===== src/rtl/multicycle_controller_if.sv =====
// Control bundle between the multicycle controller and its datapath:
// decode/status inputs from the datapath, strobes and mux selects back to it.
interface multicycle_controller_if;
  logic [6:0] op_code;
  logic       zero;
  logic       mem_ready;
  logic       pc_write;
  logic       adr_src;
  logic       mem_write;
  logic       ir_write;
  logic       reg_write;
  logic [1:0] result_src;
  logic [1:0] alu_src_a;
  logic [1:0] alu_src_b;
  logic [1:0] imm_src;
  logic [1:0] alu_op;
  logic       illegal_instr;
  logic [3:0] state;

  modport master (
    input  op_code, zero, mem_ready,
    output pc_write, adr_src, mem_write, ir_write, reg_write,
           result_src, alu_src_a, alu_src_b, imm_src, alu_op,
           illegal_instr, state
  );

  modport slave (
    output op_code, zero, mem_ready,
    input  pc_write, adr_src, mem_write, ir_write, reg_write,
           result_src, alu_src_a, alu_src_b, imm_src, alu_op,
           illegal_instr, state
  );
endinterface


===== src/rtl/multicycle_controller.sv =====
// Moore control FSM for a multicycle RISC-V style datapath (lw, sw, R, I, beq).
// Outputs decode from the state register; only FETCH and BEQ also look at mem_ready/zero.
module multicycle_controller (
  input  logic                           clk,
  input  logic                           rst,
  multicycle_controller_if.master        ctrl
);

  typedef enum logic [3:0] {
    S_FETCH   = 4'd0,
    S_DECODE  = 4'd1,
    S_MEMADR  = 4'd2,
    S_MEMRD   = 4'd3,
    S_MEMWB   = 4'd4,
    S_MEMWR   = 4'd5,
    S_EXEC_R  = 4'd6,
    S_EXEC_I  = 4'd7,
    S_ALUWB   = 4'd8,
    S_BEQ     = 4'd9,
    S_ILLEGAL = 4'd10
  } state_e;

  localparam logic [6:0] OP_LOAD  = 7'b0000011;
  localparam logic [6:0] OP_STORE = 7'b0100011;
  localparam logic [6:0] OP_RTYPE = 7'b0110011;
  localparam logic [6:0] OP_ITYPE = 7'b0010011;
  localparam logic [6:0] OP_BEQ   = 7'b1100011;

  state_e state_q;
  state_e state_d;

  // State register; reset wins over any pending transition, including memory waits.
  always_ff @(posedge clk) begin
    if (rst) begin
      state_q <= S_FETCH;
    end else begin
      state_q <= state_d;
    end
  end

  // Next-state and output decode; every output defaults to 0 and is raised per state.
  always_comb begin
    state_d            = S_FETCH;
    ctrl.pc_write      = 1'b0;
    ctrl.adr_src       = 1'b0;
    ctrl.mem_write     = 1'b0;
    ctrl.ir_write      = 1'b0;
    ctrl.reg_write     = 1'b0;
    ctrl.result_src    = 2'b00;
    ctrl.alu_src_a     = 2'b00;
    ctrl.alu_src_b     = 2'b00;
    ctrl.imm_src       = 2'b00;
    ctrl.alu_op        = 2'b00;
    ctrl.illegal_instr = 1'b0;

    case (state_q)
      S_FETCH: begin
        // PC+4 goes straight to the PC while the instruction is latched.
        ctrl.adr_src    = 1'b0;
        ctrl.alu_src_a  = 2'b00;
        ctrl.alu_src_b  = 2'b10;
        ctrl.alu_op     = 2'b00;
        ctrl.result_src = 2'b10;
        ctrl.ir_write   = ctrl.mem_ready;
        ctrl.pc_write   = ctrl.mem_ready;
        if (ctrl.mem_ready) begin
          state_d = S_DECODE;
        end else begin
          state_d = S_FETCH;
        end
      end

      S_DECODE: begin
        // Branch target old_pc + imm_b is formed here so BEQ only needs the compare.
        ctrl.alu_src_a = 2'b01;
        ctrl.alu_src_b = 2'b01;
        ctrl.alu_op    = 2'b00;
        ctrl.imm_src   = 2'b10;
        case (ctrl.op_code)
          OP_LOAD:  state_d = S_MEMADR;
          OP_STORE: state_d = S_MEMADR;
          OP_RTYPE: state_d = S_EXEC_R;
          OP_ITYPE: state_d = S_EXEC_I;
          OP_BEQ:   state_d = S_BEQ;
          default:  state_d = S_ILLEGAL;
        endcase
      end

      S_MEMADR: begin
        ctrl.alu_src_a = 2'b10;
        ctrl.alu_src_b = 2'b01;
        ctrl.alu_op    = 2'b00;
        if (ctrl.op_code == OP_STORE) begin
          ctrl.imm_src = 2'b01;
        end else begin
          ctrl.imm_src = 2'b00;
        end
        case (ctrl.op_code)
          OP_LOAD:  state_d = S_MEMRD;
          OP_STORE: state_d = S_MEMWR;
          default:  state_d = S_ILLEGAL;
        endcase
      end

      S_MEMRD: begin
        ctrl.adr_src = 1'b1;
        if (ctrl.mem_ready) begin
          state_d = S_MEMWB;
        end else begin
          state_d = S_MEMRD;
        end
      end

      S_MEMWB: begin
        ctrl.result_src = 2'b01;
        ctrl.reg_write  = 1'b1;
        state_d         = S_FETCH;
      end

      S_MEMWR: begin
        // Strobe is held for the whole wait so the memory sees a stable request.
        ctrl.adr_src   = 1'b1;
        ctrl.mem_write = 1'b1;
        if (ctrl.mem_ready) begin
          state_d = S_FETCH;
        end else begin
          state_d = S_MEMWR;
        end
      end

      S_EXEC_R: begin
        ctrl.alu_src_a = 2'b10;
        ctrl.alu_src_b = 2'b00;
        ctrl.alu_op    = 2'b10;
        state_d        = S_ALUWB;
      end

      S_EXEC_I: begin
        ctrl.alu_src_a = 2'b10;
        ctrl.alu_src_b = 2'b01;
        ctrl.imm_src   = 2'b00;
        ctrl.alu_op    = 2'b10;
        state_d        = S_ALUWB;
      end

      S_ALUWB: begin
        ctrl.result_src = 2'b00;
        ctrl.reg_write  = 1'b1;
        state_d         = S_FETCH;
      end

      S_BEQ: begin
        // ALU out register still holds the target from DECODE; the compare picks it up.
        ctrl.alu_src_a  = 2'b10;
        ctrl.alu_src_b  = 2'b00;
        ctrl.alu_op     = 2'b01;
        ctrl.result_src = 2'b00;
        ctrl.imm_src    = 2'b10;
        ctrl.pc_write   = ctrl.zero;
        state_d         = S_FETCH;
      end

      S_ILLEGAL: begin
        ctrl.illegal_instr = 1'b1;
        state_d            = S_FETCH;
      end

      default: begin
        // Unused encodings 11-15 recover exactly like an illegal opcode.
        ctrl.illegal_instr = 1'b1;
        state_d            = S_FETCH;
      end
    endcase
  end

  assign ctrl.state = state_q;

endmodule


===== src/flat_wrapper.sv =====
// flat-port wrapper written by rule: the top's interface ports become plain ports
module multicycle_controller_flat 
  (clk, rst, ctrl_op_code, ctrl_zero, ctrl_mem_ready, ctrl_pc_write, ctrl_adr_src, ctrl_mem_write, ctrl_ir_write, ctrl_reg_write, ctrl_result_src, ctrl_alu_src_a, ctrl_alu_src_b, ctrl_imm_src, ctrl_alu_op, ctrl_illegal_instr, ctrl_state);
  multicycle_controller_if ctrl_i ();
  input  logic clk;
  input  logic rst;
  input wire logic [$bits(ctrl_i.op_code)-1:0] ctrl_op_code;
  input wire logic [$bits(ctrl_i.zero)-1:0] ctrl_zero;
  input wire logic [$bits(ctrl_i.mem_ready)-1:0] ctrl_mem_ready;
  output wire logic [$bits(ctrl_i.pc_write)-1:0] ctrl_pc_write;
  output wire logic [$bits(ctrl_i.adr_src)-1:0] ctrl_adr_src;
  output wire logic [$bits(ctrl_i.mem_write)-1:0] ctrl_mem_write;
  output wire logic [$bits(ctrl_i.ir_write)-1:0] ctrl_ir_write;
  output wire logic [$bits(ctrl_i.reg_write)-1:0] ctrl_reg_write;
  output wire logic [$bits(ctrl_i.result_src)-1:0] ctrl_result_src;
  output wire logic [$bits(ctrl_i.alu_src_a)-1:0] ctrl_alu_src_a;
  output wire logic [$bits(ctrl_i.alu_src_b)-1:0] ctrl_alu_src_b;
  output wire logic [$bits(ctrl_i.imm_src)-1:0] ctrl_imm_src;
  output wire logic [$bits(ctrl_i.alu_op)-1:0] ctrl_alu_op;
  output wire logic [$bits(ctrl_i.illegal_instr)-1:0] ctrl_illegal_instr;
  output wire logic [$bits(ctrl_i.state)-1:0] ctrl_state;
  assign ctrl_i.op_code = ctrl_op_code;
  assign ctrl_i.zero = ctrl_zero;
  assign ctrl_i.mem_ready = ctrl_mem_ready;
  assign ctrl_pc_write = ctrl_i.pc_write;
  assign ctrl_adr_src = ctrl_i.adr_src;
  assign ctrl_mem_write = ctrl_i.mem_write;
  assign ctrl_ir_write = ctrl_i.ir_write;
  assign ctrl_reg_write = ctrl_i.reg_write;
  assign ctrl_result_src = ctrl_i.result_src;
  assign ctrl_alu_src_a = ctrl_i.alu_src_a;
  assign ctrl_alu_src_b = ctrl_i.alu_src_b;
  assign ctrl_imm_src = ctrl_i.imm_src;
  assign ctrl_alu_op = ctrl_i.alu_op;
  assign ctrl_illegal_instr = ctrl_i.illegal_instr;
  assign ctrl_state = ctrl_i.state;
  multicycle_controller u_core (.clk(clk), .rst(rst), .ctrl(ctrl_i));
endmodule

===== config.mk =====
export PLATFORM = sky130hd
export DESIGN_NAME = multicycle_controller_flat
export DESIGN_NICKNAME = d
export VERILOG_FILES = /design/src/rtl/multicycle_controller_if.sv /design/src/rtl/multicycle_controller.sv /design/src/flat_wrapper.sv
export SDC_FILE = /design/constraint.sdc
export NUM_CORES = 1
export LEC_CHECK = 0
export ABC_AREA = 1
export BUFFER_PORTS_ARGS = -buffer_cell sky130_fd_sc_hd__buf_4
export CAP_MARGIN = 20
export CORE_AREA = 2 2 39 41
export CTS_CLUSTER_SIZE = 20
export DETAILED_ROUTE_END_ITERATION = 10
export DIE_AREA = 0 0 41 43
export PLACE_DENSITY = 0.7
export SLEW_MARGIN = 10
export SYNTH_ARGS = -nofsm -noshare
export SYNTH_HDL_FRONTEND = slang
export SYNTH_SLANG_ARGS = --single-unit

===== constraint.sdc =====
create_clock -name clk -period 3.25 [get_ports clk]
set_clock_uncertainty 0.2 [all_clocks]
set_input_delay 0.65 -clock clk [delete_from_list [all_inputs] [get_ports clk]]
set_output_delay 0.65 -clock clk [all_outputs]
set_load 0.005 [all_outputs]

# Word level (Yosys, flattened, before mapping)
# Index checks and enable logic that the tools add are counted.
# totals
ff_bits,4
latch_bits,0
ramBits,0
mem_bits_ro,0
input_bits,11
out_inout_bits,20
mem_count,0
# op_classes
n_addsub,0
multipliers,0
div_mod_pow,0
n_lt_le_gt_ge,0
n_eq_ne,14
shifts,0
mux,18
bitwise_logic,0
reduce_logical,9
# op_table
op,n
$pmux 4 s6,1
$pmux 2 s2,5
$eq 4x3->1 const B,4
$pmux 4 s4,1
$eq 7x6->1 const B,2
$reduce_or 10->1,1
$reduce_or 2->1,5
$eq 4x2->1 const B,2
$eq 4x4->1 const B,2
$pmux 4 s2,1
$eq 7x2->1 const B,1
$eq 7x5->1 const B,1
$eq 7x7->1 const B,1
$mux 1,7
$mux 3,2
$eq 4x1->1 const B,1
$logic_not 4->1,1
$reduce_or 4->1,1
$reduce_or 3->1,1
$pmux 1 s2,1

# Logic depth before layout (Yosys ltp)
# Gate-level depths: netlist (run 1).
# logic_depth
word_depth,4
ltp_mapped,8

# Least setup slack after synthesis (run 1)
# No wires, ideal clock.
# synth_path
kind,input to output
from,input port ctrl_op_code[3]
to,output port ctrl_imm_src[0]
t_arrival_ns,1.116
t_required_ns,2.400
setup_slack_ns,1.284
path_stages,5
path_cell_list,nor2_1 -> nand2_1 -> inv_1 -> nand3_1 -> inv_1
# synth_between
elab_chain_len,3
# synth_lines
item,line,source
"start, declared",flat_wrapper.sv:7,input wire logic [$bits(ctrl_i.op_code)-1:0] ctrl_op_code;
$eq 7x6->1,multicycle_controller.sv:93,if (ctrl.op_code == OP_STORE) begin
$mux 1,multicycle_controller.sv:93,
$pmux 2 s2,multicycle_controller.sv:56,case (state_q)
"end, declared",flat_wrapper.sv:18,output wire logic [$bits(ctrl_i.imm_src)-1:0] ctrl_imm_src;
# Every way passes these cells.

# Worst setup path in the final report (run 1)
# Ends and elaborated chain as after synthesis.

==> key figures, run 1 <==
Timing
  – Setup_tns: 0 ps
  – Unrepaired setup endpoints after global routing: no
  – Slew margin rel.: 0.806
  – Endpoints failing hold: 0
  – Slew @ Worst Pin: 290 ps
  – Fin crit share: 0.681
  – Final count of negative-setup-slack endpoints: 0
  – Highest Clock Rate: 452 MHz
  – Slew Limit Fails: 0
  – Post-route minimum period: 2210 ps

Clocking
  – Clock slew at reported path FFs: 40 ps
  – Worst skew pair latency: 230 ps
  – Hold-fix buffers at CTS: 0
  – Setup Fix Bufs, Post-CTS: 0
  – Clk sinks: 4
  – CTS Buf Count: 3
  – Clock root cell: clkbuf_4
  – Clk buf depth: 2
  – CTS tree: done
  – Post-cts sizing count: 0
  – CTS H-tree lvls: 1

Min path
  – Hold Crit Class: in -> reg
  – Hold path startpoint: rst
  – Hold Path Depth: 2
  – WHS Endpoint: u_core.ctrl.state[3]

Synthesis
  – Mux share of post-synthesis cell area: 0
  – Synth Area in Compound Gates: 0.142
  – Synth Area per Inst: between 5 and 6 um2
  – Main combinational cell family by area after synthesis: simple AND/OR/NAND/NOR gates
  – Synth cell types: 17
  – Seq/Total Area, Yosys: 0.168
  – Warnings from Yosys: 0
  – Post-synth net total: 93
  – Synth Area in Adders: 0
  – Syn Inst Count: 82
  – Cell Area, Synth: about 480 um2
  – Post-Synth XOR/XNOR Area: 0
  – Yosys reg bits: 4
  – Simple-Gate Fraction of Synth Area: 0.533

Setup path
  – Critical Path AT: roughly 1400 ps
  – Path depth of the worst reg2reg path: 7
  – R2R Setup Slk: 1920 ps
  – WP data required: 2400 ps
  – Crit start category: primary input
  – Critical path class: in -> out
  – Crit end category: output pin
  – Worst-path fanout max: 4
  – RR Endpoint: u_core.ctrl.state[1]
  – Reg2Reg Launch Point: u_core.ctrl.state[3]

Placement
  – DP HPWL: 1070 um
  – Gp weighted congestion: ~0.73
  – PortBufs: 30

Floorplanning
  – Core area: 1380 um2
  – Die area: ~1800 um2
  – Die height: 43 um
  – I/O pin count: 31
  – Num rows: 14
  – DIE WIDTH: between 40 and 50 um
  – Initial Util: 0.344

Power
  – Pleak: 0.000441 uW
  – Power Density: 318 nW/um2
  – VDD IR max: 0.000124 V

Finish
  – Fin util: 0.538
  – Area Growth Syn to Fin: 56.2%
  – Layout Nets: 128
  – # diodes: 0
  – Largest register FFs: 4
  – Share of layout cells above drive strength 1: 0.417

Run
  – Number of max-cap violations: 0

Global route
  – Tot GR Track Use: 0.159
  – Grt total ovfl: 0
  – Pin count of the biggest net entering global routing: 7
  – First-pass GRT wire length: between 1500 and 2000 um
  – Initial antenna violation count: 0
  – Vias in the first global route: 500

Detailed routing
  – Via count: slightly below 600
  – WL per Instance: 9.52 um
  – Starting DRT DRC Count: 9
  – Initial DRT Pass Iterations: 4
  – Routed Antenna Nets: 0
  – DRC Markers: 0
  – Final WL: 1250 um
  – Via density: 4.54

Outcome
  – Status: complete, no violations
[cells by family after synthesis]
| logic type | count (synthesis) |
|---|---|
| flops | 4 |
| buf+inv | 20 |
| compound gates | 11 |
| simple gates | 47 |
[through the flow]
step / instance area [um2] / setup slack, ps / hold WS, ps / instances / total power [uW]
finish: 744 / 1040 / 399 / 131 / 237
global route: 744 / 921 / 391 / 131 / 258
CTS: 744 / 1030 / 393 / 131 / 241
detailed placement: 722 / 1040 / 535 / 128 / 180
global placement: 722 / 1050 / 528 / 128 / 178
floorplan: 477 / 1280 / 478 / 82 / 123
[critical path: stages]
cell     delay (ps)
buf_4           100
nor2_1          120
nand2_1         110
inv_1           110
nand3_1         100
inv_1            60
buf_4           100
[power by group]
| part | leakage [uW] | total (uW) | switching (uW) | internal [uW] |
|---|---|---|---|---|
| Sequential | 0.0000327 | 62.6 | 8.69 | 53.9 |
| Clock | 0.0000138 | 59.1 | 18.0 | 41.2 |
| Combinational | 0.000394 | 115 | 57.3 | 58.0 |
| Total | 0.000441 | 237 | 84.0 | 153 |
[final cells by class]
cell class              instances  area [um2]
inverters                      20        75.1
clock buffers                   3        22.5
multi-input cells              58         322
well taps                      16        20.0
fillers                       147         639
flip-flops and latches          4        80.1
repair buffers                 30         225
[per-layer routing]
layer | GRT usage | up-vias | wire length (um)
met3 | 0.0314 | 0 | 83
met4 | 0.0800 | 0 | 0
met1 | 0.154 | 253 | 503
li1 | - | 322 | -
met2 | 0.288 | 20 | 661
met5 | 0 | - | 0
[layout by cell type (no fill, tap or decap), types with 2 or more instances in the layout]
cell,netlist,routed
nand2_1,15,15
dfxtp_1,4,4
buf_4,0,30
inv_1,16,16
inv_2,4,4
nand4_1,2,2
a21oi_2,2,2
nand2_4,2,2
clkbuf_4,0,3
nor2_4,3,3
nor2_1,14,14
nand3_1,8,8
a21oi_1,6,6
[Yosys cell counts]
master	number	area, um2
a21oi_1	6	30.0
a21oi_2	2	17.5
dfxtp_1	4	80.1
inv_1	16	60.1
inv_2	4	15.0
nand2_1	15	56.3
nand2_4	2	22.5
nand3_1	8	40.0
nand3_2	1	10.0
nand4_1	2	12.5
nor2_1	14	52.6
nor2_2	1	6.26
nor2_4	3	33.8
nor2_8	1	20.0
o21ai_1	1	5.00
o21ai_2	1	8.76
o22ai_1	1	6.26
[how the worst max path moves through the flow]
stage                                 end  slack (ps)  cells after the start            start
after CTS                 ctrl_imm_src[0]        1030                      7  ctrl_op_code[3]
after global routing      ctrl_imm_src[0]         920                      7  ctrl_op_code[3]
after floorplan           ctrl_imm_src[0]        1280                      5  ctrl_op_code[3]
after global placement    ctrl_imm_src[0]        1050                      7  ctrl_op_code[3]
final                     ctrl_imm_src[0]        1040                      7  ctrl_op_code[3]
after detailed placement  ctrl_imm_src[0]        1040                      7  ctrl_op_code[3]
No activity file was read; power rests on OpenSTA's default activity.
==> inputs of run 2 (changes only) <==
CORE_AREA = not set   (was 2 2 39 41)
CORE_MARGIN = 1   (was not set)
CORE_UTILIZATION = 36   (was not set)
DIE_AREA = not set   (was 0 0 41 43)
PLACE_DENSITY = 0.73   (was 0.7)
clock period = 1.9 ns   (was 3.25 ns; I/O delays follow)
==> run 2 against run 1 <==
Flip-flop and latch count unchanged; routed wire length down 5.9%; count of clock-buffer cells in the layout unchanged; first-iteration DRC count up 11%; die area down 16%; via count down 1.8%; non-clock buffer count unchanged; cell count down 1.5%; clock power up 71%.
==> key figures, run 2 (same netlist as run 1, synthesis figures left out) <==
Floorplanning
  – Core area: 1170 um2
  – DIE WIDTH: between 30 and 40 um
  – Initial Util: 0.407
  – Die height: ~38 um
  – Die area: 1470 um2
  – Num rows: 12
  – I/O pin count: 31

Detailed routing
  – DRC Markers: 0
  – Initial DRT Pass Iterations: 4
  – Via density: 4.53
  – Final WL: 1170 um
  – Starting DRT DRC Count: 10
  – WL per Instance: 9.10 um
  – Routed Antenna Nets: 0
  – Via count: 584

Setup path
  – Path depth of the worst reg2reg path: 7
  – Reg2Reg Launch Point: u_core.ctrl.state[0]
  – RR Endpoint: u_core.ctrl.state[2]
  – Worst-path fanout max: 5
  – Critical Path AT: between 1000 and 1500 ps
  – Crit end category: output pin
  – WP data required: approximately 1300 ps
  – Critical path class: reg -> out
  – R2R Setup Slk: 600 ps
  – Crit start category: register

Outcome
  – Status: complete, no violations

Placement
  – PortBufs: 30
  – Gp weighted congestion: 0.744
  – Post-Place Cells: around 130
  – DP HPWL: between 1000 and 1500 um

Clocking
  – Clock root cell: clkbuf_4
  – CTS Buf Count: 3
  – Worst skew pair latency: approximately 230 ps
  – Hold-fix buffers at CTS: 0
  – Clock slew at reported path FFs: 40 ps
  – Clk sinks: 4
  – CTS H-tree lvls: 1
  – Clk buf depth: 2
  – CTS tree: done
  – Setup Fix Bufs, Post-CTS: 0

Timing
  – Min Hold Slack: about 120 ps
  – Slew Limit Fails: 0
  – Post-route minimum period: 1810 ps
  – Unrepaired setup endpoints after global routing: no
  – Setup_tns: 0 ps
  – Slew @ Worst Pin: around 220 ps
  – Fin crit share: 0.955
  – Slew margin rel.: 0.852
  – Endpoints failing hold: 0
  – Highest Clock Rate: 551 MHz
  – Final count of negative-setup-slack endpoints: 0

Finish
  – Area Growth Syn to Fin: 58.5%
  – Final Non-Filler Cells: 129
  – # diodes: 0
  – Share of layout cells above drive strength 1: 0.443
  – Commonest non-fill, non-tap cells in the layout: 30 x buf_4, 16 x inv_1, 15 x nand2_1, 14 x nor2_1, 8 x nand3_1
  – Largest register FFs: 4
  – Commonest non-fill, non-tap cell in the layout: buf_4
  – Layout Nets: 128

Global route
  – Grt total ovfl: 0
  – Pin count of the biggest net entering global routing: 7
  – Tot GR Track Use: 0.177
  – Vias in the first global route: 472
  – First-pass GRT wire length: 1850 um
  – Initial antenna violation count: 0

Min path
  – Hold Path Depth: 2
  – WHS Endpoint: u_core.ctrl.state[3]
  – Hold Crit Class: in -> reg
  – Hold path startpoint: rst

Power
  – Clock share of power: 0.248
  – Sequential share of power: 0.263
  – Total power after layout: 408 uW
  – Power Density: 540 nW/um2
  – Net load switching power: 144 uW
  – Pleak: 0.000443 uW
  – Sw Ratio: 0.354
  – VDD IR max: 0.000502 V
  – Int Power: about 260 uW
  – Combinational power share: 0.489

Run
  – Number of max-cap violations: 0
[run 2: cell counts in the layout (fill, tap and decap cells not counted)]
Identical to the previous run, type by type.
[run 2: layout make-up]
cell class              instances  area, um2
fillers                       122        415
multi-input cells              58        329
repair buffers                 30        225
flip-flops and latches          4       86.3
inverters                      20       75.1
clock buffers                   3       22.5
well taps                      14       17.5
[run 2: per-stage QoR]
| step | worst slack [ps] | util | cell area, um2 |
|---|---|---|---|
| final | 85.3 | 0.645 | 756 |
| after global routing | 7.53 | 0.645 | 756 |
| after CTS | 21.1 | 0.635 | 743 |
| after detailed placement | 217 | 0.614 | 719 |
| after global placement | 242 | 0.614 | 719 |
| after floorplan | 384 | - | 477 |
[run 2: repair_timing]
action                                  CTS  global route
hold endpoints to repair                  0             0
gates cloned                              0             0
resized for setup                         1             4
endpoints found under the setup margin    1             4
[run 2: critical path, cell delays in order, from the launching register on]
cell,delay [ps]
dfxtp_4,360
nor2_4,160
nand3_4,110
inv_1,100
nand3_1,110
inv_1,70
buf_4,100
[run 2: how the worst max path moves through the flow]
stage / startpoint / endpoint / cells past startpoint
finish: u_core.ctrl.state[2] / ctrl_imm_src[0] / 6
global route: u_core.ctrl.state[2] / ctrl_imm_src[0] / 6
CTS: u_core.ctrl.state[3] / ctrl_pc_write / 7
detailed placement: ctrl_op_code[3] / ctrl_imm_src[0] / 7
global placement: ctrl_op_code[3] / ctrl_imm_src[0] / 7
floorplan: u_core.ctrl.state[3] / ctrl_pc_write / 6
[run 2: power groups by stage]
stage | Clock (uW) | Combinational (uW) | Sequential (uW)
2_1_floorplan | 0 | 103 | 107
3_3_place_gp | 0 | 196 | 108
3_5_place_dp | 0 | 197 | 108
4_1_cts | 103 | 198 | 106
5_1_grt | 115 | 222 | 109
6_report | 101 | 200 | 107
[run 2: routing by layer]
layer  GRT usage  vias up  part of all wire
li1            -      319                 -
met1       0.202      241              0.43
met2       0.326       22              0.49
met3      0.0349        2             0.062
met4      0.0517        0            0.0094
met5           0        -                 0
==> inputs of run 3 (changes only) <==
ABC_AREA = not set   (was 1)
CORE_UTILIZATION = 37   (was 36)
==> run 3 against run 2 <==
Routed wire length grew 37%; register-to-register slack lost 330 ps; count of clock-buffer cells in the layout is the same; clock power is essentially flat; critical path type unchanged; critical endpoint is now ctrl_pc_write; highest routed layer is now met3.
==> key figures, run 3 <==
Outcome
  – Status: complete, no violations

Global route
  – Grt total ovfl: 0
  – Vias in the first global route: around 520
  – Pin count of the biggest net entering global routing: 9
  – Tot GR Track Use: 0.200
  – Initial antenna violation count: 0
  – First-pass GRT wire length: roughly 2100 um

Setup path
  – Crit path capture: ctrl_pc_write
  – Worst-path fanout max: 4
  – RR Endpoint: u_core.ctrl.state[0]
  – Critical Path AT: ~1300 ps
  – Crit end category: output pin
  – WP data required: 1320 ps
  – Reg2Reg Launch Point: u_core.ctrl.state[3]
  – R2R Setup Slk: 270 ps
  – Path depth of the worst reg2reg path: 6
  – Worst Setup SP: u_core.ctrl.state[1]
  – Crit start category: register
  – Critical path class: reg -> out

Timing
  – Unrepaired setup endpoints after global routing: yes
  – Endpoints failing hold: 0
  – Slew Limit Fails: 0
  – Slew margin rel.: 0.828
  – Fin crit share: 0.982
  – Post-route minimum period: between 1500 and 2000 ps
  – Highest Clock Rate: approximately 540 MHz
  – Final count of negative-setup-slack endpoints: 0
  – Slew @ Worst Pin: 256 ps

Detailed routing
  – Final WL: around 1600 um
  – Via density: between 5 and 6
  – Starting DRT DRC Count: 6
  – Initial DRT Pass Iterations: 4
  – Via count: 620
  – Routed Antenna Nets: 0
  – DRC Markers: 0
  – WL per Instance: 13.0 um

Finish
  – Layout Nets: about 120
  – Area Growth Syn to Fin: 81.4%
  – Share of layout cells above drive strength 1: 0.611
  – Commonest non-fill, non-tap cells in the layout: 42 x buf_4, 7 x nor2_1, 5 x buf_6
  – Largest register FFs: 4
  – Final Non-Filler Cells: 123
  – Commonest non-fill, non-tap cell in the layout: buf_4
  – Fin util: 0.722
  – Fill cells: ~110
  – # diodes: 0

Floorplanning
  – Core area: 1300 um2
  – Num rows: 13
  – Die height: just under 40 um
  – Initial Util: 0.398
  – I/O pin count: 31
  – Die area: between 1500 and 2000 um2
  – DIE WIDTH: about 39 um

Power
  – Int Power: 411 uW
  – Clock share of power: 0.161
  – VDD IR max: 0.000327 V
  – Power Density: around 660 nW/um2
  – Pleak: ~0.00043 uW
  – Sequential share of power: 0.201
  – Combinational power share: 0.638
  – Sw Ratio: 0.337
  – Net load switching power: 208 uW

Placement
  – Post-Place Cells: 112
  – DP HPWL: 1130 um
  – Gp weighted congestion: 0.824
  – PortBufs: 30

Synthesis
  – Synth cell types: 31
  – Yosys reg bits: 4
  – Warnings from Yosys: 0
  – Most common cell in the netlist: nor2_1
  – Post-synth top cells: 9 x nor2_1, 5 x nand2b_1
  – Synth Area per Inst: 8.35 um2
  – Number of synthesized flops with an enable pin: 0
  – Synth async-reset ratio: 0
  – Synth area leaders: dfxtp_1 15%, nor4b_4 9.2%, buf_6 8.7%
  – Syn Inst Count: between 60 and 70
  – Post-synth top area cell: dfxtp_1
  – Seq/Total Area, Yosys: 0.155
  – Cell Area, Synth: 518 um2
  – Post-synth net total: 73
  – Synth Flop Type: dfxtp_1
  – Synth top area share: 0.155

Clocking
  – Hold-fix buffers at CTS: 0
  – Clock root cell: clkbuf_4
  – CTS tree: done
  – Worst skew pair latency: 230 ps
  – Clk sinks: 4
  – CTS H-tree lvls: 1
  – CTS Buf Count: 3
  – Clock slew at reported path FFs: 40 ps
  – Clk buf depth: 2

Min path
  – Hold Crit Class: in -> reg

Run
  – Number of max-cap violations: 0
[run 3: changes by cell type after synthesis, sizes merged, moves of 4 or more]
cell,delta
nor3,+5
a21oi,-6
nor2,-10
nand3,-8
buf,+4
nor2b,+4
nand2b,+5
inv,-17
nand2,-17
[run 3: layout make-up]
| type | instances | area, um2 | share of cell area |
|---|---|---|---|
| clock buffer | 3 | 22.5 | 0.0240 |
| tap | 15 | 18.8 | 0.0200 |
| inverter | 3 | 11.3 | 0.0120 |
| timing repair buffer | 47 | 372 | 0.395 |
| sequential | 4 | 95.1 | 0.101 |
| multi-input combinational | 51 | 420 | 0.447 |
[run 3: kinds of logic (layout without fill, tap and decap cells)]
group | Yosys count | after routing | synth area share
DFF | 4 | 4 | 0.155
muxes | 1 | 1 | 0.0193
AOI/OAI and AO/OA | 13 | 13 | 0.174
xor gates and xnor gates | 2 | 2 | 0.0483
and+or+nand+nor | 35 | 35 | 0.495
buffers and inverters | 7 | 53 | 0.109
[run 3: what timing repair did]
item | 4_1_cts | 5_1_grt
buffers inserted | 4 | 4
gates resized for setup | 11 | 10
pin swaps | 6 | 5
endpoints found under the setup margin | 10 | 7
[run 3: how the worst min path moves through the flow]
stage | startpoint | to | slack [ps] | depth (start not counted)
floorplan | ctrl_op_code[6] | u_core.ctrl.state[0] | 350 | 2
global placement | u_core.ctrl.state[1] | u_core.ctrl.state[1] | 440 | 3
detailed placement | u_core.ctrl.state[1] | u_core.ctrl.state[1] | 440 | 3
CTS | rst | u_core.ctrl.state[2] | 260 | 3
global route | rst | u_core.ctrl.state[2] | 270 | 3
finish | rst | u_core.ctrl.state[2] | 270 | 3
[run 3: through the flow]
stage | setup TNS (ps) | hold WS (ps) | instance area, um2 | total power (uW) | setup WS [ps]
finish | 0 | 269 | 940 | 619 | 33.5
global route | -61.2 | 266 | 940 | 670 | -45.1
CTS | -0.195 | 263 | 867 | 587 | -0.195
detailed placement | 0 | 443 | 785 | 445 | 71.8
global placement | 0 | 437 | 785 | 440 | 96.7
floorplan | 0 | 351 | 518 | 301 | 230
[run 3: power groups by stage]
stage                     registers [uW]  logic (uW)  clock network, uW
after CTS                            123         359                105
after detailed placement             119         327                  0
after global routing                 127         427                117
after floorplan                      114         186                  0
after global placement               118         322                  0
final                                124         395               99.5
[run 3: worst max-delay path, cell delays in order, from the launching register on]
cell and delay [ps]:
dfxtp_4 350, buf_6 100, nand2b_4 130, nor2_4 40, and2_4 150, a21o_1 170
buf_4 130
[run 3: per-layer routing]
metal / global-route usage / up-vias / share of wire
met5: 0 / - / 0
li1: - / 320 / -
met2: 0.381 / 19 / 0.56
met3: 0.0398 / 0 / 0.034
met4: 0.0690 / 0 / 0
met1: 0.209 / 281 / 0.40
